[config.mk]
export PLATFORM = sky130hd
export DESIGN_NAME = branch_target_unit_flat
export DESIGN_NICKNAME = d
export VERILOG_FILES = /design/src/rtl/branch_target_unit_if.sv /design/src/rtl/branch_target_unit.sv /design/src/flat_wrapper.sv
export SDC_FILE = /design/constraint.sdc
export NUM_CORES = 1
export LEC_CHECK = 0
export CORE_MARGIN = 2
export CORE_UTILIZATION = 35
export DETAILED_ROUTE_END_ITERATION = 8
export HOLD_SLACK_MARGIN = 0.15
export PLACE_DENSITY = 0.66
export SLEW_MARGIN = 20
export SYNTH_ARGS = -nofsm -noshare
export SYNTH_HDL_FRONTEND = slang
export SYNTH_SLANG_ARGS = --single-unit
[constraint.sdc]
create_clock -name clk -period 5.1 [get_ports clk]
set_input_delay 1.02 -clock clk [delete_from_list [all_inputs] [get_ports clk]]
set_output_delay 1.02 -clock clk [all_outputs]
set_load 0.01 [all_outputs]
[src/rtl/branch_target_unit_if.sv]
// Request/response bundle for branch_target_unit.
// With BTU_RAS_EN defined the bundle also carries pred_target and ras_empty.
interface branch_target_unit_if #(
    parameter int WIDTH = 32
) ();
    logic             in_valid;
    logic             in_ready;
    logic [1:0]       mode;
    logic [WIDTH-1:0] pc_id_ex;
    logic [WIDTH-1:0] Y;
    logic [WIDTH-1:0] rs_val;
    logic             flush;
    logic             out_valid;
    logic             out_ready;
    logic [WIDTH-1:0] pc_branch_target;
    logic [WIDTH-1:0] link_addr;
    logic             misaligned;
`ifdef BTU_RAS_EN
    logic [WIDTH-1:0] pred_target;
    logic             ras_empty;

    modport master (
        output in_valid, mode, pc_id_ex, Y, rs_val, flush, out_ready,
        input  in_ready, out_valid, pc_branch_target, link_addr, misaligned,
               pred_target, ras_empty
    );
    modport slave (
        input  in_valid, mode, pc_id_ex, Y, rs_val, flush, out_ready,
        output in_ready, out_valid, pc_branch_target, link_addr, misaligned,
               pred_target, ras_empty
    );
`else
    modport master (
        output in_valid, mode, pc_id_ex, Y, rs_val, flush, out_ready,
        input  in_ready, out_valid, pc_branch_target, link_addr, misaligned
    );
    modport slave (
        input  in_valid, mode, pc_id_ex, Y, rs_val, flush, out_ready,
        output in_ready, out_valid, pc_branch_target, link_addr, misaligned
    );
`endif
endinterface

[src/rtl/branch_target_unit.sv]
// Branch/jump target computation with a one-deep registered output stage.
// Optional return-address stack enabled by defining BTU_RAS_EN.
module branch_target_unit #(
    parameter int WIDTH     = 32,
    parameter int OFF_W     = 16,
    parameter int RAS_DEPTH = 4
) (
    input  logic                clk,
    input  logic                rst,
    branch_target_unit_if.slave bus
);
    localparam logic [1:0] MODE_BRANCH = 2'b00;
    localparam logic [1:0] MODE_JUMP   = 2'b01;
    localparam logic [1:0] MODE_JR     = 2'b10;
    localparam logic [1:0] MODE_JAL    = 2'b11;

    logic [WIDTH-1:0] link_w;
    logic [WIDTH-1:0] off_ext;
    logic [WIDTH-1:0] br_target;
    logic [WIDTH-1:0] jmp_target;
    logic [WIDTH-1:0] target_w;
    logic             accept;

    logic             out_valid_q, out_valid_d;
    logic [WIDTH-1:0] target_q, target_d;
    logic [WIDTH-1:0] link_q, link_d;
    logic             misaligned_q, misaligned_d;

    // Upper Y bits only matter for JR-free modes up to bit 25.
    logic unused_y_bits;
    assign unused_y_bits = ^bus.Y[WIDTH-1:26];

    always_comb begin
        link_w     = bus.pc_id_ex + WIDTH'(4);
        off_ext    = {{(WIDTH-OFF_W){bus.Y[OFF_W-1]}}, bus.Y[OFF_W-1:0]};
        br_target  = link_w + (off_ext << 2);
        jmp_target = {link_w[WIDTH-1:28], bus.Y[25:0], 2'b00};
        case (bus.mode)
            MODE_BRANCH: target_w = br_target;
            MODE_JR:     target_w = bus.rs_val;
            default:     target_w = jmp_target;
        endcase
    end

    assign bus.in_ready = !rst && !bus.flush && (!out_valid_q || bus.out_ready);
    assign accept       = bus.in_valid && bus.in_ready;

    // Flush wins over everything; accepted requests overwrite the held slot.
    always_comb begin
        out_valid_d  = out_valid_q;
        target_d     = target_q;
        link_d       = link_q;
        misaligned_d = misaligned_q;
        if (bus.flush) begin
            out_valid_d = 1'b0;
        end else if (accept) begin
            out_valid_d  = 1'b1;
            target_d     = target_w;
            link_d       = link_w;
            misaligned_d = |target_w[1:0];
        end else if (bus.out_ready) begin
            out_valid_d = 1'b0;
        end
    end

    always_ff @(posedge clk) begin
        if (rst) begin
            out_valid_q  <= 1'b0;
            target_q     <= '0;
            link_q       <= '0;
            misaligned_q <= 1'b0;
        end else begin
            out_valid_q  <= out_valid_d;
            target_q     <= target_d;
            link_q       <= link_d;
            misaligned_q <= misaligned_d;
        end
    end

    assign bus.out_valid        = out_valid_q;
    assign bus.pc_branch_target = target_q;
    assign bus.link_addr        = link_q;
    assign bus.misaligned       = misaligned_q;

`ifdef BTU_RAS_EN
    localparam int PTR_W = (RAS_DEPTH > 1) ? $clog2(RAS_DEPTH) : 1;
    localparam int CNT_W = PTR_W + 1;

    logic [WIDTH-1:0] ras_mem [RAS_DEPTH];
    logic [WIDTH-1:0] ras_rd_q;
    logic [PTR_W-1:0] ptr_q, ptr_d;
    logic [CNT_W-1:0] count_q, count_d;
    logic             ras_hit_q, ras_hit_d;
    logic             ras_empty_q, ras_empty_d;
    logic             ras_push;
    logic             ras_pop;

    // ptr_q points at the next free slot; the top of stack sits at ptr_q-1.
    always_comb begin
        ras_push    = accept && (bus.mode == MODE_JAL);
        ras_pop     = accept && (bus.mode == MODE_JR);
        ptr_d       = ptr_q;
        count_d     = count_q;
        ras_hit_d   = ras_hit_q;
        ras_empty_d = ras_empty_q;
        if (accept) begin
            ras_hit_d   = ras_pop && (count_q != '0);
            ras_empty_d = ras_pop && (count_q == '0);
        end
        if (ras_push) begin
            ptr_d = ptr_q + PTR_W'(1);
            if (count_q != CNT_W'(RAS_DEPTH)) count_d = count_q + CNT_W'(1);
        end else if (ras_pop && (count_q != '0)) begin
            ptr_d   = ptr_q - PTR_W'(1);
            count_d = count_q - CNT_W'(1);
        end
    end

    always_ff @(posedge clk) begin
        if (rst) begin
            ptr_q       <= '0;
            count_q     <= '0;
            ras_hit_q   <= 1'b0;
            ras_empty_q <= 1'b0;
        end else begin
            ptr_q       <= ptr_d;
            count_q     <= count_d;
            ras_hit_q   <= ras_hit_d;
            ras_empty_q <= ras_empty_d;
        end
    end

    always_ff @(posedge clk) begin
        if (ras_push) ras_mem[ptr_q] <= link_w;
        if (ras_pop)  ras_rd_q <= ras_mem[ptr_q - PTR_W'(1)];
    end

    assign bus.pred_target = ras_hit_q ? ras_rd_q : '0;
    assign bus.ras_empty   = ras_empty_q;
`else
    logic unused_ras_cfg;
    assign unused_ras_cfg = (RAS_DEPTH > 0);
`endif
endmodule

[src/flat_wrapper.sv]
// flat-port wrapper written by rule: the top's interface ports become plain ports
module branch_target_unit_flat 
#(
    parameter int WIDTH     = 32,
    parameter int OFF_W     = 16,
    parameter int RAS_DEPTH = 4
)
  (clk, rst, bus_in_valid, bus_mode, bus_pc_id_ex, bus_Y, bus_rs_val, bus_flush, bus_out_ready, bus_in_ready, bus_out_valid, bus_pc_branch_target, bus_link_addr, bus_misaligned);
  branch_target_unit_if #(.WIDTH(WIDTH)) bus_i ();
  input  logic clk;
  input  logic rst;
  input wire logic [$bits(bus_i.in_valid)-1:0] bus_in_valid;
  input wire logic [$bits(bus_i.mode)-1:0] bus_mode;
  input wire logic [$bits(bus_i.pc_id_ex)-1:0] bus_pc_id_ex;
  input wire logic [$bits(bus_i.Y)-1:0] bus_Y;
  input wire logic [$bits(bus_i.rs_val)-1:0] bus_rs_val;
  input wire logic [$bits(bus_i.flush)-1:0] bus_flush;
  input wire logic [$bits(bus_i.out_ready)-1:0] bus_out_ready;
  output wire logic [$bits(bus_i.in_ready)-1:0] bus_in_ready;
  output wire logic [$bits(bus_i.out_valid)-1:0] bus_out_valid;
  output wire logic [$bits(bus_i.pc_branch_target)-1:0] bus_pc_branch_target;
  output wire logic [$bits(bus_i.link_addr)-1:0] bus_link_addr;
  output wire logic [$bits(bus_i.misaligned)-1:0] bus_misaligned;
  assign bus_i.in_valid = bus_in_valid;
  assign bus_i.mode = bus_mode;
  assign bus_i.pc_id_ex = bus_pc_id_ex;
  assign bus_i.Y = bus_Y;
  assign bus_i.rs_val = bus_rs_val;
  assign bus_i.flush = bus_flush;
  assign bus_i.out_ready = bus_out_ready;
  assign bus_in_ready = bus_i.in_ready;
  assign bus_out_valid = bus_i.out_valid;
  assign bus_pc_branch_target = bus_i.pc_branch_target;
  assign bus_link_addr = bus_i.link_addr;
  assign bus_misaligned = bus_i.misaligned;
  branch_target_unit #(.WIDTH(WIDTH), .OFF_W(OFF_W), .RAS_DEPTH(RAS_DEPTH)) u_core (.clk(clk), .rst(rst), .bus(bus_i));
endmodule
After elaboration in Yosys (flattened, before gate mapping)
Cells that the tools add are included.
{"block": "classes", "n_eq_ne": 1, "muxes": 3, "bitwise": 1, "n_reduce_logical": 12, "add_sub_neg": 2}
{"cell": "one-hot mux 32 bit (2 select lines)", "count": 1}
{"cell": "adder 32 x 3 -> 32 bit (second input constant)", "count": 1}
{"cell": "adder 32 bit", "count": 1}
{"cell": "OR reduction 2 bit", "count": 2}
{"cell": "logical AND 1 bit", "count": 3}
{"cell": "zero test 1 bit", "count": 3}
{"cell": "equality test 2 bit (second input constant)", "count": 1}
{"cell": "zero test 2 bit", "count": 1}
{"cell": "two-way mux 1 bit", "count": 2}
{"cell": "AND reduction 2 bit", "count": 1}
{"cell": "nonzero test 2 bit", "count": 1}
{"cell": "logical OR 1 bit", "count": 1}
{"cell": "inverter 1 bit", "count": 1}
{"block": "totals", "out_inout_bits": 67, "regBits": 66, "word_cells": 23, "inputBits": 103}

Longest topological paths before layout
Gate-level depths: netlist of run 1.
{"block": "depth", "depth_word": 5, "depth_mapped": 18, "depth_no_buf": 18}

Worst setup path before layout of run 1
OpenSTA, ideal clock, no wires.
{"block": "synth_timing", "kind": "in2reg", "from": "input bus_pc_id_ex[2]", "to": "register u_core.target_q[29], in the netlist u_core.bus.pc_branch_target[29]", "n_path_buf": 0, "stages": 18, "required_time_ps": 5014, "setup_ps": 86, "t_arrival_ps": 4111, "path_slack_ps": 904, "path_cell_list": "ha_1 > nand2_1 > or3_1 > nor2_1 > and4_1 > nand2_1 > nor2_1 > xor2_1 > ha_1 > a21oi_1 > nor2_1 > a211oi_1 > o21bai_1 > a21oi_1 > o21ai_0 > xor2_1 > mux2i_1 > a211oi_1"}
{"block": "synth_between", "elab_chain_cells": 3}
{"item": "from (decl)", "line_no": "flat_wrapper.sv:14", "text": "input wire logic [$bits(bus_i.pc_id_ex)-1:0] bus_pc_id_ex;"}
{"item": "adder 32 x 3 -> 32 bit", "line_no": "branch_target_unit.sv:34", "text": "link_w = bus.pc_id_ex + WIDTH'(4);"}
{"item": "net u_core.link_w[22]", "line_no": "branch_target_unit.sv:17", "text": "logic [WIDTH-1:0] link_w;"}
{"item": "adder 32 bit", "line_no": "branch_target_unit.sv:36", "text": "br_target = link_w + (off_ext << 2);"}
{"item": "one-hot mux 32 bit (2 select lines)", "line_no": "branch_target_unit.sv:38", "text": "case (bus.mode)"}
{"item": "to (signal assigned)", "line_no": "branch_target_unit.sv:74", "text": "target_q <= target_d;"}
{"item": "to (decl)", "line_no": "branch_target_unit.sv:25", "text": "logic [WIDTH-1:0] target_q, target_d;"}
The timed path passes the listed nets, and every way through them passes these cells.
A chain may end at the register's enable or synchronous reset.

Final worst setup path of run 1
Same ends and word-level chain as after synthesis.

==> impl_metrics.env, run 1 <==
export IMPL_p_total_mw=1.754
export IMPL_r2r_start="u_core.bus.out_valid$_SDFFE_PP0P_"
export IMPL_finalCritPeriodShare_pct=93.25
export IMPL_p_leak_nw=2.767
export IMPL_clockBufferDepth=2
export IMPL_wire_per_inst_um=17.33
export IMPL_seqPwrFrac_pct=31.6
export IMPL_hpwl_um=13450
export IMPL_worstPathMaxFanout=4
export IMPL_p_int_mw=1.225
export IMPL_rsz0062_at_grt="false"
export IMPL_ant_nets=0
export IMPL_first_pass_iters=5
export IMPL_synthCells=665
export IMPL_cts_tree="yes"
export IMPL_utilization_pct=52.18
export IMPL_cts_setup_buffers=0
export IMPL_grt_start_max_net_pins=64
export IMPL_pwr_share_comb_pct=30.5
export IMPL_grt_pass1_vias=5132
export IMPL_max_slew_margin_rel_pct=41.30
export IMPL_clk_pin_slew_worst_paths_ns=0.05
export IMPL_clock_latency_ns=0.34
export IMPL_ys_seq_elements=66
export IMPL_dieWidth_um=123.3
export IMPL_top_usage_layer="met2"
export IMPL_required_ns=5.34
export IMPL_wl_um=17660
export IMPL_die_h_um=123.3
export IMPL_layout_common_cells="clkdlybuf4s50_1, nand2_1, nor2_1, a21oi_1, dfxtp_1"
export IMPL_max_cap_violations=0
export IMPL_cts_sinks=66
export IMPL_grt_ovfl_total=0
export IMPL_crit_type="input port to register"
export IMPL_dpl_cell_area_um2=6917
export IMPL_synth_cell_types=59
export IMPL_dieArea_um2=15190
export IMPL_cts_root_buf="clkbuf_16"
export IMPL_antenna_found_initial=0
export IMPL_placed_cells=1003
export IMPL_met2_usage_pct=35.34
export IMPL_synth_warnings=0
export IMPL_cp_arrival_ns=5.00
export IMPL_core_um2=13880
export IMPL_stdcell_count=1019
export IMPL_slew_violations=0
export IMPL_start_kind="input port"
export IMPL_mappedNetlistArea_um2=4977
export IMPL_start_util_pct=35.86
export IMPL_track_usage_pct=22.86
export IMPL_worstMarginPinSlew_ns=0.8777
export IMPL_status="finished clean"
export IMPL_final_common_cell="clkdlybuf4s50_1"
export IMPL_min_period_ns=4.756
export IMPL_fin_skew_ns=0.008167
export IMPL_worstHoldPathCells=2
export IMPL_cts_max_level=3
export IMPL_r2r_end="u_core.bus.pc_branch_target[11]$_SDFFE_PP0P_"
export IMPL_ctsResizeCount=0
export IMPL_ff2ff_setup_slack_ns=2.77
export IMPL_timing_hold_worst_start="u_core.bus.pc_branch_target[14]$_SDFFE_PP0P_"
export IMPL_drive_gt1_share_pct=8.343
export IMPL_cts_inserted_buffers=9
export IMPL_nets=973
export IMPL_io_buffers=163
export IMPL_vias=5500
export IMPL_hold_path_class="register to register"
export IMPL_setup_violations=0
export IMPL_drc=0
export IMPL_ioPinCount=170
export IMPL_area_delta_synth_final_pct=45.53
export IMPL_power_density_nw_per_um2=242.2
export IMPL_r2r_worst_path_cells=6
export IMPL_grt_pass1_wl_um=26850
export IMPL_syn_avg_cell_area_um2=7.485
export IMPL_synth_nets=804
export IMPL_avgViaCountPerCell=5.397
export IMPL_gp_congestion=0.8853
export IMPL_use_met1_pct=32.69
export IMPL_ys_seq_area_share_pct=26.55
export IMPL_rows=43
export IMPL_drtIter0Drc=393
export IMPL_p_sw_mw=0.5287
export IMPL_min_to="u_core.bus.pc_branch_target[14]$_SDFFE_PP0P_"
export IMPL_clock_fmax_mhz=210.3
export IMPL_stdcell_area_um2=7243
export IMPL_ir_worst_vdd_v=0.0001509
export IMPL_switching_share_pct=30.14
export IMPL_diodes=0
export IMPL_synth_edf_count=0
export IMPL_holdWs_ns=0.4541
export IMPL_endpoint_kind="register"
export IMPL_clkPwrFrac_pct=37.9
export IMPL_grt_use_met3_pct=3.875
export IMPL_ys_flop_type="dfxtp_1"
export IMPL_hold_violations=0
export IMPL_postCtsHoldBufs=0
export IMPL_synth_async_sr_flop_share_pct=0
## through the flow
step	setup slack, ns	setup TNS [ns]
2_1_floorplan	0.9039	0
3_3_place_gp	-0.001030	-0.001030
3_5_place_dp	-0.07355	-0.07355
4_1_cts	0.2540	0
5_1_grt	0.03802	0
6_report	0.3442	0
## critical path, stage by stage
cell and delay (ns):
clkdlybuf4s50_1 0.55, ha_1 0.24, nand2_1 0.07, or3_1 0.43, nor2_2 0.18, and4_2 0.31, nand2_1 0.08, nor2_1 0.14
xor2_1 0.21, ha_1 0.29, a21oi_2 0.19, nor2_1 0.07, a211oi_1 0.25, buf_4 0.18, o21bai_1 0.06, a21oi_1 0.13
o21ai_0 0.12, xor2_1 0.14, mux2i_1 0.09, a211oi_1 0.25
## cells by family after synthesis
kind of cell | Yosys count | synth area share, %
buf+inv | 50 | 3.796
simple gates | 269 | 24.99
fa+ha+maj | 36 | 9.201
xor+xnor | 50 | 8.949
mux | 12 | 2.438
flops | 66 | 26.55
compound gates | 182 | 24.08
## routing by layer
metal  wire (um)  part of all wire [%]
met3        1174                   6.6
met5           0                     0
met1        8397                    48
met4         278                   1.6
met2        7812                    44
## how the worst max path moves through the flow
| stage | from | endpoint | slack, ns | depth (start not counted) |
|---|---|---|---|---|
| floorplan | bus_pc_id_ex[2] | u_core.bus.pc_branch_target[29]$_SDFFE_PP0P_ | 0.90 | 18 |
| detailed placement | bus_pc_id_ex[2] | u_core.bus.pc_branch_target[29]$_SDFFE_PP0P_ | -0.07 | 19 |
| global route | bus_pc_id_ex[2] | u_core.bus.pc_branch_target[29]$_SDFFE_PP0P_ | 0.04 | 20 |
| global placement | bus_pc_id_ex[2] | u_core.bus.pc_branch_target[29]$_SDFFE_PP0P_ | -0.001 | 20 |
| CTS | bus_pc_id_ex[2] | u_core.bus.pc_branch_target[29]$_SDFFE_PP0P_ | 0.25 | 19 |
| finish | bus_pc_id_ex[2] | u_core.bus.pc_branch_target[29]$_SDFFE_PP0P_ | 0.34 | 20 |
## area by class of cell
type	count	area, um2
clock inverter	5	78.83
timing repair buffer	192	1839
inverter	16	60.06
sequential	66	1321
multi-input combinational	549	3486
fill	1338	6638
clock buffer	11	232.7
tap	180	225.2
## Yosys cell counts (all sizes together) (6+ instances only)
| library cell | count | area share [%] |
|---|---|---|
| nor2b | 9 | 1.1 |
| mux2i | 11 | 2.2 |
| buf | 7 | 0.55 |
| or3 | 11 | 1.5 |
| a31oi | 6 | 0.75 |
| a21oi | 70 | 7.3 |
| nand4 | 11 | 1.4 |
| clkbuf | 27 | 2.0 |
| nor2 | 74 | 5.6 |
| xor2 | 25 | 4.4 |
| ha | 35 | 8.8 |
| nand3 | 20 | 2.2 |
| nor3 | 25 | 2.6 |
| nand2 | 96 | 7.3 |
| o211ai | 15 | 2.3 |
| dfxtp | 66 | 27 |
| xnor2 | 25 | 4.6 |
| a211oi | 15 | 2.5 |
| o21bai | 10 | 1.5 |
| a21o | 12 | 1.8 |
| inv | 14 | 1.1 |
| o21ai | 34 | 3.6 |
## sequential cells by signal (all words and copies together), names as in the netlist
register,cells
u_core.bus.misaligned,1
u_core.bus.out_valid,1
u_core.bus.pc_branch_target,32
u_core.bus.link_addr,32
## power groups by stage
stage | Combinational, mW | Sequential [mW] | Clock, mW
finish | 0.535 | 0.555 | 0.664
global route | 0.582 | 0.558 | 0.696
CTS | 0.530 | 0.555 | 0.678
detailed placement | 0.528 | 0.566 | 0
global placement | 0.518 | 0.565 | 0
floorplan | 0.276 | 0.576 | 0
Power figures use the tool's default switching activity.
==> inputs of run 2 (changes only) <==
Settings changed: CORE_UTILIZATION 35 to 47, PLACE_DENSITY 0.66 to 0.86.
==> impl_metrics.env, run 2 (synthesized netlist as in run 1, its figures left out) <==
export IMPL_status="finished clean"
export IMPL_r2r_end="u_core.bus.pc_branch_target[19]$_SDFFE_PP0P_"
export IMPL_grt_pass1_wl_um=26470
export IMPL_die_h_um=106.9
export IMPL_pre_cts_ws_ns=-0.06127
export IMPL_critical_path_slowest_cell="clkdlybuf4s50_1"
export IMPL_first_pass_iters=9
export IMPL_start_util_pct=48.21
export IMPL_postCtsHoldBufs=0
export IMPL_critical_path_top_delay_family="simple AND/OR/NAND/NOR gates"
export IMPL_ioPinCount=170
export IMPL_diodes=0
export IMPL_wl_um=16660
export IMPL_layout_common_cells="clkdlybuf4s50_1, nand2_1, nor2_1, a21oi_1, dfxtp_1"
export IMPL_avgViaCountPerCell=5.809
export IMPL_power_density_nw_per_um2=227.3
export IMPL_utilization_pct=67.89
export IMPL_worstPathMaxFanout=4
export IMPL_drtIter0Drc=356
export IMPL_track_usage_pct=29.10
export IMPL_clock_fmax_mhz=205.9
export IMPL_cts_root_buf="clkbuf_8"
export IMPL_clk_pin_slew_worst_paths_ns=0.08
export IMPL_worst_slack_ns=0.2443
export IMPL_p_sw_mw=0.5164
export IMPL_cts_inserted_buffers=9
export IMPL_cp_arrival_ns=5.13
export IMPL_ant_nets=0
export IMPL_fin_skew_ns=0.005105
export IMPL_startpoint="bus_pc_id_ex[2]"
export IMPL_required_ns=5.37
export IMPL_worstMarginPinSlew_ns=0.9636
export IMPL_drc=0
export IMPL_path_buf_inv=2
export IMPL_clock_latency_ns=0.36
export IMPL_dieArea_um2=11430
export IMPL_p_leak_nw=2.663
export IMPL_antenna_found_initial=0
export IMPL_r2r_start="u_core.bus.out_valid$_SDFFE_PP0P_"
export IMPL_final_common_cell="clkdlybuf4s50_1"
export IMPL_worst_path_largest_cell_delay_ns=0.54
export IMPL_nets=962
export IMPL_start_kind="input port"
export IMPL_wire_per_inst_um=17.28
export IMPL_setup_violations=0
export IMPL_r2r_worst_path_cells=7
export IMPL_hpwl_um=12440
export IMPL_ff2ff_setup_slack_ns=2.77
export IMPL_area_delta_synth_final_pct=40.82
export IMPL_core_um2=10320
export IMPL_max_cap_violations=0
export IMPL_max_slew_margin_rel_pct=35.76
export IMPL_crit_type="input port to register"
export IMPL_worstHoldPathCells=2
export IMPL_hold_path_class="register to register"
export IMPL_p_int_mw=1.077
export IMPL_dieWidth_um=106.9
export IMPL_timing_hold_worst_start="u_core.bus.link_addr[6]$_SDFFE_PP0P_"
export IMPL_hold_violations=0
export IMPL_vias=5600
export IMPL_min_period_ns=4.856
export IMPL_grt_ovfl_total=0
export IMPL_rows=37
export IMPL_io_buffers=163
export IMPL_grt_start_max_net_pins=64
export IMPL_pwr_share_comb_pct=32.7
export IMPL_ir_worst_vdd_v=0.0001476
export IMPL_cts_max_level=3
export IMPL_ctsResizeCount=0
export IMPL_seqPwrFrac_pct=34.8
export IMPL_drive_gt1_share_pct=7.005
export IMPL_cts_setup_buffers=0
export IMPL_cts_tree="yes"
export IMPL_grt_pass1_vias=5303
export IMPL_slew_violations=0
export IMPL_finalCritPeriodShare_pct=95.21
export IMPL_switching_share_pct=32.41
export IMPL_clkPwrFrac_pct=32.5
export IMPL_gp_congestion=0.8915
export IMPL_min_to="u_core.bus.link_addr[6]$_SDFFE_PP0P_"
export IMPL_endpoint_kind="register"
export IMPL_clockBufferDepth=2
export IMPL_crit_chain="clkdlybuf4s50_1, ha_1, nand2_1, or3_1, nor2_1, and4_1, nand4_1, xnor2_1, ha_1, a21oi_1, o21bai_1, a211oi_1, buf_4, o21bai_1, a21oi_1, o21ai_0, xor2_1, mux2i_1, a211oi_1"
export IMPL_cts_sinks=66
-- run 2: cell types whose count changed in the layout (fill, tap and decap cells not counted), sizes merged --
cell	change
clkbuf	-1
clkinv	-2
buf	-11
clkinvlp	+2
inv	+1
-- run 2: worst max path at each step --
stage | slack, ns | cells after the start | endpoint
4_1_cts | 0.29 | 20 | u_core.bus.pc_branch_target[29]$_SDFFE_PP0P_
3_3_place_gp | 0.08 | 20 | u_core.bus.pc_branch_target[29]$_SDFFE_PP0P_
2_1_floorplan | 0.90 | 18 | u_core.bus.pc_branch_target[29]$_SDFFE_PP0P_
6_report | 0.24 | 19 | u_core.bus.pc_branch_target[29]$_SDFFE_PP0P_
3_5_place_dp | -0.06 | 20 | u_core.bus.pc_branch_target[29]$_SDFFE_PP0P_
5_1_grt | -0.001 | 20 | u_core.bus.pc_branch_target[29]$_SDFFE_PP0P_
-- run 2: cell type report --
| cell class | instances | area [um2] |
|---|---|---|
| inverters | 16 | 60.06 |
| flip-flops and latches | 66 | 1321 |
| multi-input cells | 549 | 3475 |
| clock inverters | 6 | 88.84 |
| fillers | 884 | 3314 |
| well taps | 136 | 170.2 |
| repair buffers | 181 | 1757 |
| clock buffers | 10 | 137.6 |
-- run 2: per-stage QoR --
step | hold slack, ns | cells | power [mW] | setup TNS, ns | cell area (um2)
final | 0.4558 | 964 | 1.594 | 0 | 7009
after global placement | 0.4429 | 948 | 1.060 | 0 | 6779
after detailed placement | 0.4460 | 948 | 1.075 | -0.06127 | 6779
after floorplan | 0.4805 | 665 | 0.8520 | 0 | 4977
after CTS | 0.4563 | 964 | 1.589 | 0 | 7005
after global routing | 0.4744 | 964 | 1.666 | -0.001410 | 7009
-- run 2: routing by layer --
metal  global-route usage [%]  up-vias  routed length, um
met5                        0        -                  0
met4                    9.740        0                408
met3                    6.079       37               1355
met2                    46.86      256               7605
met1                    38.81     2622               7290
li1                         -     2685                  -
-- run 2: power groups by stage --
stage / registers, mW / logic [mW] / clock network (mW)
floorplan: 0.576 / 0.276 / 0
global placement: 0.565 / 0.495 / 0
detailed placement: 0.566 / 0.509 / 0
CTS: 0.554 / 0.514 / 0.521
global route: 0.557 / 0.564 / 0.546
finish: 0.554 / 0.521 / 0.518
-- run 2: tightest hold or removal path, delay by kind of cell (launching register included) --
family             cells  cell delay [ns]
AOI/OAI and AO/OA      1             0.05
and+or+nand+nor        1             0.05
DFF                    1             0.31
==> inputs of run 3 (changes only) <==
Settings changed: CORE_MARGIN 2 to 5.
==> impl_metrics.env, run 3 (synthesized netlist as in run 1, its figures left out) <==
export IMPL_status="finished clean"
export IMPL_vias=5532
export IMPL_die_h_um=112.9
export IMPL_slew_violations=0
export IMPL_cts_tree="yes"
export IMPL_grt_pass1_wl_um=26750
export IMPL_endpoint_kind="register"
export IMPL_gp_congestion=0.9377
export IMPL_fin_skew_ns=0.01153
export IMPL_setup_violations=0
export IMPL_clock_latency_ns=0.35
export IMPL_ant_nets=0
export IMPL_stdcell_count=963
export IMPL_final_common_cell="clkdlybuf4s50_1"
export IMPL_core_um2=10320
export IMPL_grt_start_max_net_pins=64
export IMPL_drtIter0Drc=469
export IMPL_clock_fmax_mhz=209.0
export IMPL_holdWs_ns=0.4551
export IMPL_cts_sinks=66
export IMPL_hold_path_class="register to register"
export IMPL_use_met1_pct=33.18
export IMPL_drc=0
export IMPL_ctsResizeCount=0
export IMPL_start_kind="input port"
export IMPL_cts_setup_buffers=0
export IMPL_p_total_mw=1.519
export IMPL_io_buffers=163
export IMPL_area_delta_synth_final_pct=39.79
export IMPL_top_usage_layer="met2"
export IMPL_min_period_ns=4.784
export IMPL_avgViaCountPerCell=5.745
export IMPL_pwr_share_comb_pct=34.3
export IMPL_drive_gt1_share_pct=6.530
export IMPL_rows=37
export IMPL_clk_pin_slew_worst_paths_ns=0.08
export IMPL_start_util_pct=48.21
export IMPL_cts_inserted_buffers=9
export IMPL_switching_share_pct=33.34
export IMPL_power_density_nw_per_um2=218.3
export IMPL_worst_slack_ns=0.3159
export IMPL_cts_max_level=3
export IMPL_dieWidth_um=112.9
export IMPL_ioPinCount=170
export IMPL_layout_common_cells="clkdlybuf4s50_1, nand2_1, nor2_1, a21oi_1, dfxtp_1"
export IMPL_nets=961
export IMPL_grt_use_met3_pct=4.866
export IMPL_rsz0062_at_grt="false"
export IMPL_cts_root_buf="clkbuf_8"
export IMPL_ir_worst_vdd_v=0.0001431
export IMPL_max_cap_violations=0
export IMPL_p_int_mw=1.012
export IMPL_cp_arrival_ns=5.04
export IMPL_seqPwrFrac_pct=36.5
export IMPL_dieArea_um2=12750
export IMPL_required_ns=5.36
export IMPL_clockBufferDepth=2
export IMPL_first_pass_iters=5
export IMPL_max_slew_margin_rel_pct=37.06
export IMPL_wire_per_inst_um=17.83
export IMPL_met2_usage_pct=42.34
export IMPL_setup_tns_ns=0
export IMPL_p_leak_nw=2.637
export IMPL_hpwl_um=13010
export IMPL_pre_cts_ws_ns=0.04829
export IMPL_grt_ovfl_total=0
export IMPL_hold_violations=0
export IMPL_diodes=0
export IMPL_finalCritPeriodShare_pct=93.81
export IMPL_worstMarginPinSlew_ns=0.9407
export IMPL_crit_type="input port to register"
export IMPL_postCtsHoldBufs=0
export IMPL_track_usage_pct=25.52
export IMPL_placed_cells=947
export IMPL_wl_um=17170
export IMPL_antenna_found_initial=0
export IMPL_p_sw_mw=0.5063
export IMPL_grt_pass1_vias=5490
export IMPL_clkPwrFrac_pct=29.2
export IMPL_worstPathMaxFanout=4
==> run 3: worst paths after layout <==
check                                       startpoint                                            to  slack [ns]  cells after the start
hold reg to reg   u_core.bus.link_addr[1]$_SDFFE_PP0P_          u_core.bus.link_addr[1]$_SDFFE_PP0P_        0.46                      2
setup / recovery                       bus_pc_id_ex[2]  u_core.bus.pc_branch_target[29]$_SDFFE_PP0P_        0.32                     19
hold / removal    u_core.bus.link_addr[1]$_SDFFE_PP0P_          u_core.bus.link_addr[1]$_SDFFE_PP0P_        0.46                      2
setup reg to reg     u_core.bus.out_valid$_SDFFE_PP0P_         u_core.bus.link_addr[19]$_SDFFE_PP0P_        2.76                      6
==> run 3: metrics by stage <==
| stage | cell area (um2) | utilization (%) |
|---|---|---|
| 4_1_cts | 6958 | 67.40 |
| 6_report | 6958 | 67.40 |
| 2_1_floorplan | 4977 | - |
| 3_3_place_gp | 6771 | 65.59 |
| 5_1_grt | 6958 | 67.40 |
| 3_5_place_dp | 6771 | 65.59 |
==> run 3: area by class of cell <==
cell class	instances	area (um2)
timing repair buffer	180	1749
inverter	16	60.06
clock inverter	5	55.05
sequential	66	1321
fill	874	3366
tap	136	170.2
multi-input combinational	549	3471
clock buffer	11	131.4
==> run 3: critical path, cell delays in order <==
cell	delay, ns
clkdlybuf4s50_1	0.53
ha_1	0.23
nand2_1	0.08
or3_1	0.41
nor2_1	0.19
and4_1	0.31
nand2_1	0.08
nor2_1	0.14
xor2_1	0.20
ha_1	0.30
a21oi_1	0.27
nor2_1	0.09
a211oi_1	0.32
o21bai_1	0.10
a21oi_1	0.15
o21ai_0	0.12
xor2_1	0.15
mux2i_1	0.08
a211oi_1	0.27
==> run 3: routing by layer <==
| metal | vias to the layer above | part of all wire (%) |
|---|---|---|
| met4 | 0 | 2.2 |
| met1 | 2575 | 43 |
| li1 | 2671 | - |
| met3 | 34 | 7.8 |
| met2 | 252 | 47 |
| met5 | - | 0 |
==> run 3: power groups by stage <==
stage          sequential [mW]  clock [mW]  combinational, mW
4_1_cts                  0.554       0.451              0.513
2_1_floorplan            0.576           0              0.276
6_report                 0.554       0.444              0.521
3_5_place_dp             0.566           0              0.510
5_1_grt                  0.557       0.471              0.563
3_3_place_gp             0.565           0              0.497
